File: config.mk
export PLATFORM = sky130hd
export DESIGN_NAME = if_fetch_ctrl
export DESIGN_NICKNAME = d
export VERILOG_FILES = /design/src/rtl/if_fetch_ctrl.sv
export SDC_FILE = /design/constraint.sdc
export NUM_CORES = 1
export LEC_CHECK = 0
export ABC_AREA = 1
export BUFFER_PORTS_ARGS = -buffer_cell sky130_fd_sc_hd__buf_2
export CORE_AREA = 2 2 130 164
export CTS_CLUSTER_DIAMETER = 150
export DETAILED_ROUTE_END_ITERATION = 12
export DIE_AREA = 0 0 132 166
export SYNTH_ARGS = -nofsm -noshare
export SYNTH_HDL_FRONTEND = slang
export SYNTH_SLANG_ARGS = --single-unit
File: constraint.sdc
create_clock -name clk -period 6.89 [get_ports clk]
set_input_delay 0.3445 -clock clk [delete_from_list [all_inputs] [get_ports clk]]
set_output_delay 0.3445 -clock clk [all_outputs]
set_load 0.01 [all_outputs]
File: src/rtl/if_fetch_ctrl.sv
// if_fetch_ctrl: instruction-fetch sequencer for the SISC core with a prefetch queue and branch redirect.
// Build option IF_FETCH_CNT_EN adds the fetch_cnt output (total pushes, wraps at 16 bits).
//   state | meaning
//   IDLE  | not fetching; queued words are kept and may drain, pc holds
//   RUN   | fetching one word per cycle whenever the queue can accept it
module if_fetch_ctrl #(
  parameter logic [15:0] RESET_PC = 16'h0000,
  parameter int          DEPTH    = 4,
  parameter int          PTR_W    = 2
) (
  input  logic        clk,
  input  logic        rst,
  input  logic        start,
  input  logic        halt,
  output logic [15:0] im_addr,
  input  logic [31:0] im_data,
  input  logic        br_taken,
  input  logic [15:0] br_target,
  output logic        ir_valid,
  input  logic        ir_ready,
  output logic [31:0] ir_data,
  output logic [15:0] ir_pc,
  output logic        running
`ifdef IF_FETCH_CNT_EN
  ,
  output logic [15:0] fetch_cnt
`endif
);

  typedef enum logic {IDLE = 1'b0, RUN = 1'b1} state_t;

  localparam logic [PTR_W:0] FULL = (PTR_W+1)'(DEPTH);

  state_t           state;
  logic [15:0]      pc;
  logic [PTR_W-1:0] rd_ptr;
  logic [PTR_W-1:0] wr_ptr;
  logic [PTR_W:0]   count;
  logic [15:0]      q_pc   [DEPTH];
  logic [31:0]      q_data [DEPTH];
  logic             push;
  logic             pop;

  // A redirect blocks both ends of the queue so the shown head is discarded, not consumed.
  assign ir_valid = (count != '0);
  assign pop      = ir_valid && ir_ready && !br_taken;
  assign push     = (state == RUN) && !br_taken && ((count < FULL) || pop);

  assign im_addr  = pc;
  assign ir_data  = ir_valid ? q_data[rd_ptr] : '0;
  assign ir_pc    = ir_valid ? q_pc[rd_ptr]   : '0;

  always_ff @(posedge clk) begin
    if (push) begin
      q_pc[wr_ptr]   <= pc;
      q_data[wr_ptr] <= im_data;
    end
  end

  always_ff @(posedge clk) begin
    if (rst) begin
      state   <= IDLE;
      running <= 1'b0;
      pc      <= RESET_PC;
      rd_ptr  <= '0;
      wr_ptr  <= '0;
      count   <= '0;
    end else begin
      // halt beats start, and still lands during a redirect; start does not
      if (halt) begin
        state   <= IDLE;
        running <= 1'b0;
      end else if (start && !br_taken) begin
        state   <= RUN;
        running <= 1'b1;
      end

      if (br_taken) begin
        pc     <= br_target;
        rd_ptr <= '0;
        wr_ptr <= '0;
        count  <= '0;
      end else begin
        if (push) begin
          pc     <= pc + 16'd1;
          wr_ptr <= wr_ptr + 1'b1;
        end
        if (pop) begin
          rd_ptr <= rd_ptr + 1'b1;
        end
        if (push && !pop) begin
          count <= count + 1'b1;
        end else if (pop && !push) begin
          count <= count - 1'b1;
        end
      end
    end
  end

`ifdef IF_FETCH_CNT_EN
  always_ff @(posedge clk) begin
    if (rst) begin
      fetch_cnt <= '0;
    end else if (push) begin
      fetch_cnt <= fetch_cnt + 16'd1;
    end
  end
`endif

endmodule
After elaboration in Yosys (flattened, before gate mapping)
Memory sizes are Yosys's and may differ from the RTL's. A register that Yosys moved wholly into a read port is not among the register bits.
Cells that the tools add are included.
{"block": "totals", "word_cells": 41, "register_bits": 24, "latch_bits": 0, "ramBits": 192, "mem_bits_ro": 0, "output_inout_bits": 66, "inputBits": 54, "mem_count": 2}
{"name": "q_data", "depth": 4, "word_bits": 32, "read_ports": 1, "rd_clocked_by_memory_dff": 1, "write_ports": 1, "line": "40", "source": "logic [31:0] q_data [DEPTH];"}
{"name": "q_pc", "depth": 4, "word_bits": 16, "read_ports": 1, "rd_clocked_by_memory_dff": 1, "write_ports": 1, "line": "39", "source": "logic [15:0] q_pc [DEPTH];"}
{"block": "classes", "magnitude_cmp": 1, "n_div": 0, "n_reduce_logical": 16, "n_bitwise": 0, "shifts": 0, "n_mux": 12, "multipliers": 0, "n_eq_ne": 0, "addsub": 5}
{"op": "2-to-1 mux 16 bit", "n": 3}
{"op": "2-to-1 mux 32 bit", "n": 1}
{"op": "adder 16 x 1 -> 16 bit, second input constant", "n": 1}
{"op": "2-to-1 mux 2 bit", "n": 4}
{"op": "logical AND 1 bit", "n": 7}
{"op": "2-to-1 mux 3 bit", "n": 2}
{"op": "adder 2 x 1 -> 2 bit, second input constant", "n": 2}
{"op": "nonzero test 2 bit", "n": 2}
{"op": "OR reduction 2 bit", "n": 2}
{"op": "adder 3 x 1 -> 3 bit, second input constant", "n": 1}
{"op": "logical NOT 1 bit", "n": 3}
{"op": "less-than comparator 3 bit, second input constant", "n": 1}
{"op": "nonzero test 3 bit", "n": 1}
{"op": "subtractor 3 x 1 -> 3 bit, second input constant", "n": 1}
{"op": "2-to-1 mux 1 bit", "n": 2}
{"op": "logical OR 1 bit", "n": 1}

Logic depth before layout (Yosys ltp)
Gate-level depths: netlist (run 1).
{"block": "logic_depth", "depth_word": 9, "ltp_mapped": 13, "depth_no_buf": 11}

Worst setup path before layout (run 1)
OpenSTA, ideal clock, no wires.
{"block": "synth_path", "path_type": "input to register", "startpoint": "input port br_taken", "endpoint": "memory q_data[0][0], enable pin", "arrival_ps": 2822, "path_buffers": 2, "required_time_ps": 6436, "cell_stages": 5, "path_slack_ps": 3614, "setup_time_ps": 454, "cell_sequence": "buf_6 -> inv_6 -> nand3_2 -> buf_2 -> nor2_1"}
{"block": "synth_between", "elab_chain_len": 6, "word_cells_on_any_way": 7, "classes_between": "2 x mux; 5 x reduce/logical"}
{"item": "start, declared", "line": "17", "source": "input logic br_taken,"}
{"item": "logical NOT 1 bit (*)", "line": "46, 47"}
{"item": "logical AND 1 bit", "line": "46", "source": "assign pop = ir_valid && ir_ready && !br_taken;"}
{"item": "logical OR 1 bit", "line": "47", "source": "assign push = (state == RUN) && !br_taken && ((count < FULL) || pop);"}
{"item": "logical AND 1 bit (*)", "line": "47"}
{"item": "2-to-1 mux 1 bit (*)", "line": "54", "source": "if (push) begin"}
{"item": "2-to-1 mux 1 bit (implied by the code) (*)", "line": "56", "source": "q_data[wr_ptr] <= im_data;"}
{"item": "end, declared", "line": "40"}
Mark *: on every way between the ends. The rest lies on a longest branch, timed or not.

==> summary.md, run 1 <==
| Metric | Value |
|---|---|
| Setup Slack @ Placement | roughly 4.2 ns |
| Worst Max-Slew Pin Slew | 1.12 ns |
| Combinational Power Share | under 10% |
| Cell-internal power | roughly 2200 µW |
| Chip Height | 166 µm |
| Overall Global Routing Usage | 18.2% |
| Clock slew at reported path FFs | approximately 0.070 ns |
| Max-cap violations | 0 |
| Htree depth | 1 |
| Die Span X | approximately 130 µm |
| Fmax | 309 MHz |
| Mux share of post-synthesis cell area | 0% |
| DP Wirelength | approximately 11 mm |
| Minimum clock period | 3.23 ns |
| Power Dens Cells | 259 nW/µm² |
| Part of the power in the clock network | roughly 43% |
| Post-synth EDFFs | about 190 |
| P&R area growth vs syn | 16.7% |
| Worst clock skew | ~0.009 ns |
| Routed wire per std cell | approximately 17 µm |
| Count of cell types in the netlist | 30 |
| Top cell type's share of synthesized area | approximately 64% |
| Largest family of logic cells by synthesized area | simple AND/OR/NAND/NOR gates |
| Post-Synth XOR/XNOR Area | less than 1% |
| Maximum buffer depth of the clock tree | 3 |
| Post-synthesis register bit count | around 220 |
| Root Driver | clkbuf_16 |
| Final #Nets | between 900 and 1000 |
| TritonCTS buffer count | 21 |
| Vias per cell | slightly above 5 |
| Synth warn | 0 |
| Final WS setup | about 3.7 ns |
| I/O Pins | 120 |
| CP Capture Type | primary output |
| Compound-Gate Fraction of Synth Area | 10.6% |
| Initial antenna violation count | 1 |
| Vias in the first global route | between 6000 and 7000 |
| Async set or reset register ratio after synthesis | 0% |
| Sequential fraction of the synthesis area | a little over two thirds |
| Sw Ratio | between 10% and 20% |
| First-pass GRT wire length | around 32 mm |
| Initial DRC Count | ~420 |
| Avg Cell Area, Syn | around 11 µm² |
| Port-buffer cells | 119 |
| Initial DRT Pass Iterations | 4 |
| WP data arrival | 2.89 ns |
| Routability cong. | around 0.8 |
| Core area | around 20000 µm² |
| Synthesized Nets | between 800 and 900 |
| Layout cell share with drive strength beyond 1 | approximately a fifth |
| # Post-CTS Setup Buffers | 0 |
| Die ar. | 21900 µm² |
| WP data required | 6.55 ns |
| Post-synth top area cell | edfxtp_1 |
| Final setup viols | 0 |
| Sequential share of power | a little over half |
| Maximum vdd ir drop | around 0.16 mV |
| Post-Synth Adder-Cell Area | 1.05% |
| Final period util | approximately 47% |
| Antenna viol nets, final | 0 |
| Count leader, synth | nor2_1 |
| Simple-Gate Fraction of Synth Area | a little over an eighth |
| Synthesized cell area | 9010 µm² |
| Drt drc | 0 |
| Gr ovfl total | 0 |
| Final TNS setup | 0 ns |
| Row count | 59 |
| Worst min path class | in -> reg |
| Synth top cells by count | 219 x nor2_1, 192 x edfxtp_1, 87 x o21ai_0 |
| Worst rel slew slack | between 20% and 30% |
| Slew Limit Fails | 0 |
| Later-pin clock latency in the skew report | 0.48 ns |
| Layout fillers | approximately 1900 |
| Synth area leaders | edfxtp_1 64%, nor2_1 9.1%, dfxtp_1 5.8% |
| Unrepaired setup endpoints after global routing | no |
| NetSw | 537 µW |
| Initial Utilization | between 40% and 50% |
| Hold Violations, Final | 0 |
| Startpoint types | flop |
| Largest net degree at the start of global routing | between 90 and 100 |
| # clock sinks | about 220 |
| Crit path max fanout | 97 |
| Post-Synthesis Cells | about 810 |
| Dominant register cell in the synthesized netlist | edfxtp_1 |
| Crit path kind | reg -> out |
| Via count | a little over 6000 |
| Leakage | slightly below 0.004 µW |
| TritonCTS clock tree | yes |
| Final Routed Wirelength | approximately 20 mm |
| Status | finished, final reports clean |
-- placed cells by master, fill, tap and decap left out, types with 2 or more instances in the layout --
cell type / count
nor2_1: 215
edfxtp_1: 192
buf_2: 119
o21ai_0: 87
a21oi_1: 67
nand2_1: 53
inv_1: 40
o21ai_1: 27
dfxtp_1: 24
clkbuf_16: 21
nand3_1: 18
buf_4: 7
inv_2: 6
ha_1: 6
clkinv_2: 6
nor2_4: 5
nand4_1: 4
bufinv_16: 4
nand3_2: 3
xor2_1: 3
nor2_2: 3
clkbuf_1: 3
clkinv_1: 3
nand2_2: 2
a21oi_2: 2
o221ai_1: 2
-- metrics by stage --
stage,hold WS (ns),utilization (%),total power [µW],instances,cell area (µm²)
finish,0.0733,51.4,2730,1207,10500
CTS,0.0531,51.4,2760,1206,10500
floorplan,0.424,-,1540,811,9010
global placement,0.480,48.0,1590,1168,9810
detailed placement,0.485,48.0,1590,1168,9810
global route,0.0526,51.4,2820,1207,10500
-- logic make-up after synthesis --
family / Yosys count
AOI/OAI and AO/OA: 187
and+or+nand+nor: 306
adders and majority gates: 7
buffers and inverters: 90
xor gates and xnor gates: 3
DFF: 218
-- worst paths after layout --
check,startpoint,endpoint,slack (ns),cells past startpoint
worst max-delay path,flop,ir_data[27],3.66,5
worst min-delay path,im_data[19],q_data[2][19]$_DFFE_PP_,0.07,1
worst max register to register,count[2]$_SDFFE_PP0P_,count[2]$_SDFFE_PP0P_,4.52,12
worst min register to register,rd_ptr[0]$_SDFFE_PP0P_,flop,0.50,2
-- layout make-up --
class	count	area (µm²)	share of cell area, %
diodes	1	2.50	0.0238
clock buffers	24	537	5.10
clock inverters	13	161	1.53
inverters	47	181	1.72
multi-input cells	503	2350	22.3
flip-flops and latches	218	6290	59.8
well taps	274	343	3.26
repair buffers	127	658	6.26
-- layer usage --
| metal | GRT usage [%] | vias to the layer above | wire length [µm] |
|---|---|---|---|
| met5 | 0 | - | 0 |
| met4 | 5.10 | 0 | 371 |
| met3 | 2.53 | 29 | 918 |
| met2 | 32.4 | 149 | 10200 |
| met1 | 23.1 | 2908 | 8450 |
| li1 | - | 3007 | - |
-- repair_timing --
item,in CTS,in global routing
hold buffers,1,0
gates resized for setup,0,0
endpoints found under the hold margin,1,0
-- flip-flops by register name (all words and copies together), names as in the netlist, named ones only --
signal	count
state	1
rd_ptr	2
wr_ptr	2
im_addr	16
q_data	128
count	3
q_pc	64
-- critical path: stages (launching register included) --
cell     delay, ns
dfxtp_4       1.03
inv_2         0.16
buf_4         0.40
o21ai_0       0.27
a21oi_1       0.13
buf_2         0.19
-- power by group through the flow --
stage	Clock, µW	Sequential (µW)	Combinational (µW)
after global placement	0	1490	94.4
after CTS	1200	1470	96.0
after global routing	1250	1470	107
after detailed placement	0	1490	95.2
final	1170	1460	94.7
after floorplan	0	1490	47.7
Power figures use the tool's default switching activity.
==> inputs of run 2 (changes only) <==
- clock period: 6.89 -> 3.11 ns (I/O delays scaled with it)
==> run 2 against run 1 <==
Net effect: count of clock-buffer cells in the layout is 8 higher; global-route usage grew 0.12 points; sequential power grew 120%; critical path type unchanged; via count rose by 3.4%; worst setup slack got worse by 3.2 ns; wire length up 1.5%; cell count rose by 4.1%.
==> summary.md, run 2 (synthesis results as in run 1) <==
| Metric | Value |
|---|---|
| Most common cell after layout, fill and taps aside | nor2_1 |
| I/O Pins | 120 (unchanged) |
| Largest Register | q_data |
| WP data arrival | 2.48 ns (-0.41 ns) |
| DP Wirelength | 11.8 mm (+3.0%) |
| Layout cell share with drive strength beyond 1 | 19.4% (-0.20 points) |
| Initial DRT Pass Iterations | 4 (unchanged) |
| Routed wire per std cell | 16.1 µm (-2.5%) |
| Initial DRC Count | 328 (-22%) |
| Row count | 59 (unchanged) |
| Final WS setup | 0.470 ns (-3.19 ns) |
| Overall Global Routing Usage | 18.3% (+0.12 points) |
| Core area | 20400 µm² (unchanged) |
| Die Span X | 132 µm (unchanged) |
| Power Dens Cells | 542 nW/µm² (+110%) |
| Routability cong. | 0.812 (+1.0%) |
| # clock sinks | 218 (unchanged) |
| Worst-case reg-to-reg path depth | 11 (-1) |
| Vias per cell | 5.01 (-0.75%) |
| Cells along the critical path | buf_4 -> nor2_1 -> nor2_1 -> o21ai_0 -> a21oi_1 -> buf_2 |
| Initial Utilization | 44.1% (unchanged) |
| TritonCTS buffer count | 22 (+4.8%) |
| Unrepaired setup endpoints after global routing | no |
| R2R Path End | count[2]$_SDFFE_PP0P_ |
| Worst clock skew | 0.00616 ns (-0.00303 ns) |
| Port-buffer cells | 119 (unchanged) |
| Antenna viol nets, final | 0 (unchanged) |
| Final setup viols | 0 (unchanged) |
| Hold Crit Depth | 5 (+4) |
| Via count | 6298 (+3.4%) |
| Worst Max-Slew Pin Slew | 0.670 ns (-0.452 ns) |
| Initial antenna violation count | 0 (-1) |
| Worst rel slew slack | 55.4% (+30 points) |
| CP Capture Type | primary output |
| Placed Cells incl. Taps | 1176 (+0.68%) |
| Largest net degree at the start of global routing | 65 (-34%) |
| Slowest stage cell, crit path | dfxtp_4 |
| Hold Path End | im_addr[10]$_SDFFE_PP0P_ |
| Ant diodes | 0 (-1) |
| Final #Nets | 1028 (+5.0%) |
| Top delay family on crit path | buffers and inverters |
| Later-pin clock latency in the skew report | 0.49 ns (about the same) |
| Maximum buffer depth of the clock tree | 3 (unchanged) |
| First-pass GRT wire length | 32.1 mm (+0.80%) |
| Setup Slack @ Placement | 0.958 ns (-3.22 ns) |
| Slowest stage delay, CP | 0.67 ns (-0.36 ns) |
| FF-to-FF setup slack | 1.23 ns (-3.29 ns) |
| Minimum clock period | between 2 and 3 ns |
| Final period util | between 80 and 90% |
| Commonest non-fill, non-tap cells in the layout | 215 x nor2_1, 192 x edfxtp_1, 119 x buf_2 |
| Gr ovfl total | 0 (unchanged) |
| Worst min path class | in -> reg |
| Maximum vdd ir drop | 0.422 mV (+170%) |
| # Post-CTS Setup Buffers | 0 (unchanged) |
| Final Routed Wirelength | 20.2 mm (+1.5%) |
| Most used cell, CP | nor2_1 |
| Leakage | 0.00415 µW (+5.2%) |
| Hold Violations, Final | 0 (unchanged) |
| Clock slew at reported path FFs | 0.06 ns (about the same) |
| Cell Count, Final, Fillers Out | 1257 (+4.1%) |
| Root Driver | clkbuf_16 |
| Max-cap violations | 0 (unchanged) |
| Die ar. | 21900 µm² (unchanged) |
| Drt drc | 0 (unchanged) |
| Hold path start | br_target[10] |
| Crit path kind | reg -> out |
| Slew Limit Fails | 0 (unchanged) |
| P&R area growth vs syn | 21.8% |
| Startpoint types | flop |
| Chip Height | 166 µm (unchanged) |
| WP data required | 2.95 ns (-3.60 ns) |
| Vias in the first global route | 6253 (+4.2%) |
| Htree depth | 1 (unchanged) |
| Fmax | ~380 MHz |
| RR Startpoint | state$_SDFFE_PP0P_ |
| Max FFs per register | 128 (unchanged) |
| Worst path bufs/invs | 2 (-1) |
| Crit path max fanout | 52 (-46%) |
| TritonCTS clock tree | yes |
| Status | finished, final reports clean |
==> run 2: cell type report <==
| type | instances | area, µm² |
|---|---|---|
| multi-input combinational | 503 | 2350 |
| clock buffer | 32 | 629 |
| clock inverter | 8 | 45.0 |
| tap | 274 | 343 |
| timing repair buffer | 175 | 1140 |
| inverter | 47 | 181 |
| sequential | 218 | 6290 |
| fill | 1810 | 9470 |
==> run 2: where the power goes <==
part           total [µW]  internal, µW  switching, µW
Clock                2450          1410           1040
Sequential           3240          3210           36.1
Combinational         253           112            141
Total                5950          4730           1220
==> run 2: what timing repair did <==
action | CTS | global route
hold buffers | 41 | 0
gates resized for setup | 0 | 0
endpoints found under the hold margin | 136 | 0
==> run 2: worst max path at each step <==
| stage | from | to | slack (ns) | cells past startpoint |
|---|---|---|---|---|
| floorplan | state$_SDFFE_PP0P_ | q_data[0][0]$_DFFE_PP_ | -0.09 | 3 |
| global route | flop | ir_pc[7] | 0.25 | 6 |
| global placement | flop | ir_pc[7] | 0.99 | 6 |
| detailed placement | flop | ir_pc[1] | 0.96 | 6 |
| CTS | flop | ir_pc[14] | 0.43 | 6 |
| finish | flop | ir_pc[14] | 0.47 | 6 |
==> run 2: per-layer routing <==
| layer | global-route usage, % | vias to the layer above | routed length [µm] |
|---|---|---|---|
| li1 | - | 3109 | - |
| met1 | 22.4 | 3017 | 8610 |
| met2 | 33.2 | 142 | 10400 |
| met3 | 2.66 | 30 | 888 |
| met4 | 5.72 | 0 | 372 |
| met5 | 0 | - | 0 |
==> run 2: metrics by stage <==
step | utilization (%) | instance area [µm²] | hold slack (ns) | power (µW) | setup TNS, ns
final | 53.7 | 11000 | 0.0118 | 5950 | 0
after global placement | 48.4 | 9890 | 0.326 | 3520 | 0
after floorplan | - | 9010 | 0.235 | 3410 | -16.38
after detailed placement | 48.4 | 9890 | 0.329 | 3520 | 0
after CTS | 53.7 | 11000 | 0.00198 | 6000 | 0
after global routing | 53.7 | 11000 | 0.00680 | 6140 | 0
==> run 2: worst min-delay path, delay by kind of cell <==
kind            cells  cell delay [ns]
buf+inv             2             0.14
compound gates      2             0.10
simple gates        1             0.05
==> inputs of run 3 (changes only) <==
- PLACE_DENSITY: unset -> 0.66
- clock period: 3.11 -> 2.3 ns (I/O delays scaled with it)
==> run 3 against run 2 <==
Net effect: first-iteration DRC count increased by 18%; wire length decreased by 2.7%; cell count increased by 0.80%; sequential share of layout area decreased by 1.2 points; combinational power increased by 43%; via count decreased by 0.54%; largest cell class unchanged; worst setup slack got worse by 0.37 ns; total power increased by 38%; sequential power increased by 35%; hold slack improved by 0.014 ns; register-to-register slack got worse by 1.1 ns; flip-flop and latch count unchanged.
==> summary.md, run 3 (synthesis results as in run 1) <==
| Metric | Value |
|---|---|
| Htree depth | 1 (unchanged) |
| Routability cong. | 0.832 (+2.5%) |
| Vias per cell | 4.94 (-1.3%) |
| Cell Count, Final, Fillers Out | 1267 (+0.80%) |
| Max-cap violations | 0 (unchanged) |
| Maximum vdd ir drop | 0.617 mV (+46%) |
| Final period util | 95.8% |
| Final TNS setup | 0 ns (unchanged) |
| Minimum clock period | around 2.2 ns |
| Placed inst area | 9960 µm² (+0.68%) |
| TritonCTS clock tree | yes |
| Worst Max-Slew Pin Slew | 0.657 ns (-0.0127 ns) |
| Final Instance Area | 11200 µm² (+2.1%) |
| Combinational Power Share | 4.4% (about the same) |
| NetSw | 1660 µW (+36%) |
| Crit path max fanout | 49 (-5.8%) |
| P&R area growth vs syn | 24.4% |
| Chip Height | 166 µm (unchanged) |
| DP Wirelength | 11.3 mm (-4.2%) |
| Die Span X | 132 µm (unchanged) |
| Antenna viol nets, final | 0 (unchanged) |
| Maximum buffer depth of the clock tree | 3 (unchanged) |
| Overall Global Routing Usage | 17.9% (-0.38 points) |
| Final Routed Wirelength | 19.7 mm (-2.7%) |
| Initial antenna violation count | 0 (unchanged) |
| Worst rel slew slack | 56.2% (+0.84 points) |
| Later-pin clock latency in the skew report | 0.49 ns (about the same) |
| Hold Violations, Final | 0 (unchanged) |
| Gr ovfl total | 0 (unchanged) |
| Crit path kind | reg -> out |
| Startpoint types | flop |
| Vias in the first global route | 6179 (-1.2%) |
| Core area | 20400 µm² (unchanged) |
| Clock slew at reported path FFs | 0.06 ns (about the same) |
| Initial DRT Pass Iterations | 5 (+1) |
| Initial DRC Count | 387 (+18%) |
| Unrepaired setup endpoints after global routing | no |
| Port-buffer cells | 119 (unchanged) |
| Largest net degree at the start of global routing | 63 (-3.1%) |
| Part of the power in the clock network | 42.2% (+0.9 points) |
| Slew Limit Fails | 0 (unchanged) |
| Max FFs per register | 128 (unchanged) |
| Via count | 6264 (-0.54%) |
| Drt drc | 0 (unchanged) |
| Leakage | 0.00424 µW (+2.3%) |
| WP data arrival | 2.09 ns (-0.39 ns) |
| TritonCTS buffer count | 22 (unchanged) |
| Final setup viols | 0 (unchanged) |
| I/O Pins | 120 (unchanged) |
| Multi-input logic area | 2350 µm² (unchanged) |
| Die ar. | 21900 µm² (unchanged) |
| Register Area | 6290 µm² (about the same) |
| First-pass GRT wire length | 31.6 mm (-1.6%) |
| Power Dens Cells | 732 nW/µm² (+35%) |
| # Post-CTS Setup Buffers | 0 (unchanged) |
| Commonest non-fill, non-tap cells in the layout | 215 x nor2_1, 192 x edfxtp_1, 119 x buf_2 |
| Status | finished, final reports clean |
| Cell-internal power | 6550 µW (+39%) |
| CP Capture Type | primary output |
| Placed Cells incl. Taps | 1175 (-0.085%) |
| Root Driver | clkbuf_16 |
| Sw Ratio | 20.2% (-0.30 points) |
| Layout fillers | 1748 (-3.4%) |
| Row count | 59 (unchanged) |
| Sequential share of power | 53.4% (-1.1 points) |
| Worst min path class | in -> reg |
| Initial Utilization | 44.1% (unchanged) |
| FF-to-FF setup slack | 0.14 ns (-1.09 ns) |
| Fmax | between 400 and 500 MHz |
| WP data required | 2.18 ns (-0.77 ns) |
| Layout cell share with drive strength beyond 1 | 19.3% (-0.095 points) |
| Largest Register | q_data |
| Worst clock skew | 0.00988 ns (+0.00372 ns) |
| Most common cell after layout, fill and taps aside | nor2_1 |
| Ant diodes | 0 (unchanged) |
| # clock sinks | 218 (unchanged) |
| Routed wire per std cell | 15.5 µm (-3.5%) |
| Final #Nets | 1039 (+1.1%) |
-- run 3: changes by cell type in the layout (fill, tap and decap cells not counted), moves of 2 or more --
| cell | change |
|---|---|
| clkbuf_1 | -6 |
| clkbuf_8 | -2 |
| buf_12 | +6 |
| dlygate4sd3_1 | +12 |
| buf_6 | +2 |
| clkinv_1 | +4 |
| buf_4 | -9 |
| bufinv_16 | +2 |
-- run 3: worst paths after layout --
check                              start  cells past startpoint                  endpoint
hold reg to reg   rd_ptr[0]$_SDFFE_PP0P_                      2    rd_ptr[0]$_SDFFE_PP0P_
setup / recovery   count[2]$_SDFFE_PP0P_                      4                  ir_pc[2]
hold / removal                       rst                      2  im_addr[11]$_SDFFE_PP0P_
setup reg to reg   count[2]$_SDFFE_PP0P_                      9   im_addr[6]$_SDFFE_PP0P_
-- run 3: power groups by stage --
stage | clock network, µW | registers (µW) | logic, µW
floorplan | 0 | 4460 | 143
global placement | 0 | 4470 | 292
detailed placement | 0 | 4470 | 296
CTS | 3540 | 4380 | 366
global route | 3690 | 4390 | 404
finish | 3470 | 4380 | 363
-- run 3: area by class of cell --
type                       instances  area share (%)
tap                              274            3.06
clock inverter                    15            1.17
inverter                          47            1.62
clock buffer                      24            5.17
sequential                       218            56.1
timing repair buffer             186            11.9
multi-input combinational        503            20.9
-- run 3: per-stage QoR --
step | setup WS (ns) | hold slack, ns | util, % | total power (µW)
6_report | 0.0965 | 0.0262 | 54.8 | 8210
5_1_grt | 0.00370 | 0.0168 | 54.8 | 8480
4_1_cts | 0.0578 | 0.000566 | 54.8 | 8290
3_5_place_dp | 0.483 | 0.286 | 48.7 | 4760
3_3_place_gp | 0.522 | 0.285 | 48.7 | 4760
2_1_floorplan | -0.103 | 0.194 | - | 4600
-- run 3: routing by layer --
| layer | vias to the layer above | track usage [%] | part of all wire [%] |
|---|---|---|---|
| met3 | 16 | 2.29 | 4.8 |
| met5 | - | 0 | 0 |
| met4 | 0 | 4.16 | 1.3 |
| met1 | 2947 | 23.1 | 43 |
| li1 | 3134 | - | - |
| met2 | 167 | 32.1 | 51 |
-- run 3: critical path, cell delays in order, from the launching register on --
cell     delay (ns)
dfxtp_1        0.36
nor3_4         0.24
buf_4          0.57
a21oi_1        0.21
buf_2          0.20
-- run 3: timing repair --
item                                   CTS  global route
gates resized for setup                  0             3
endpoints found under the hold margin  145             0
hold buffers                            53             0
setup endpoints to repair                0             8
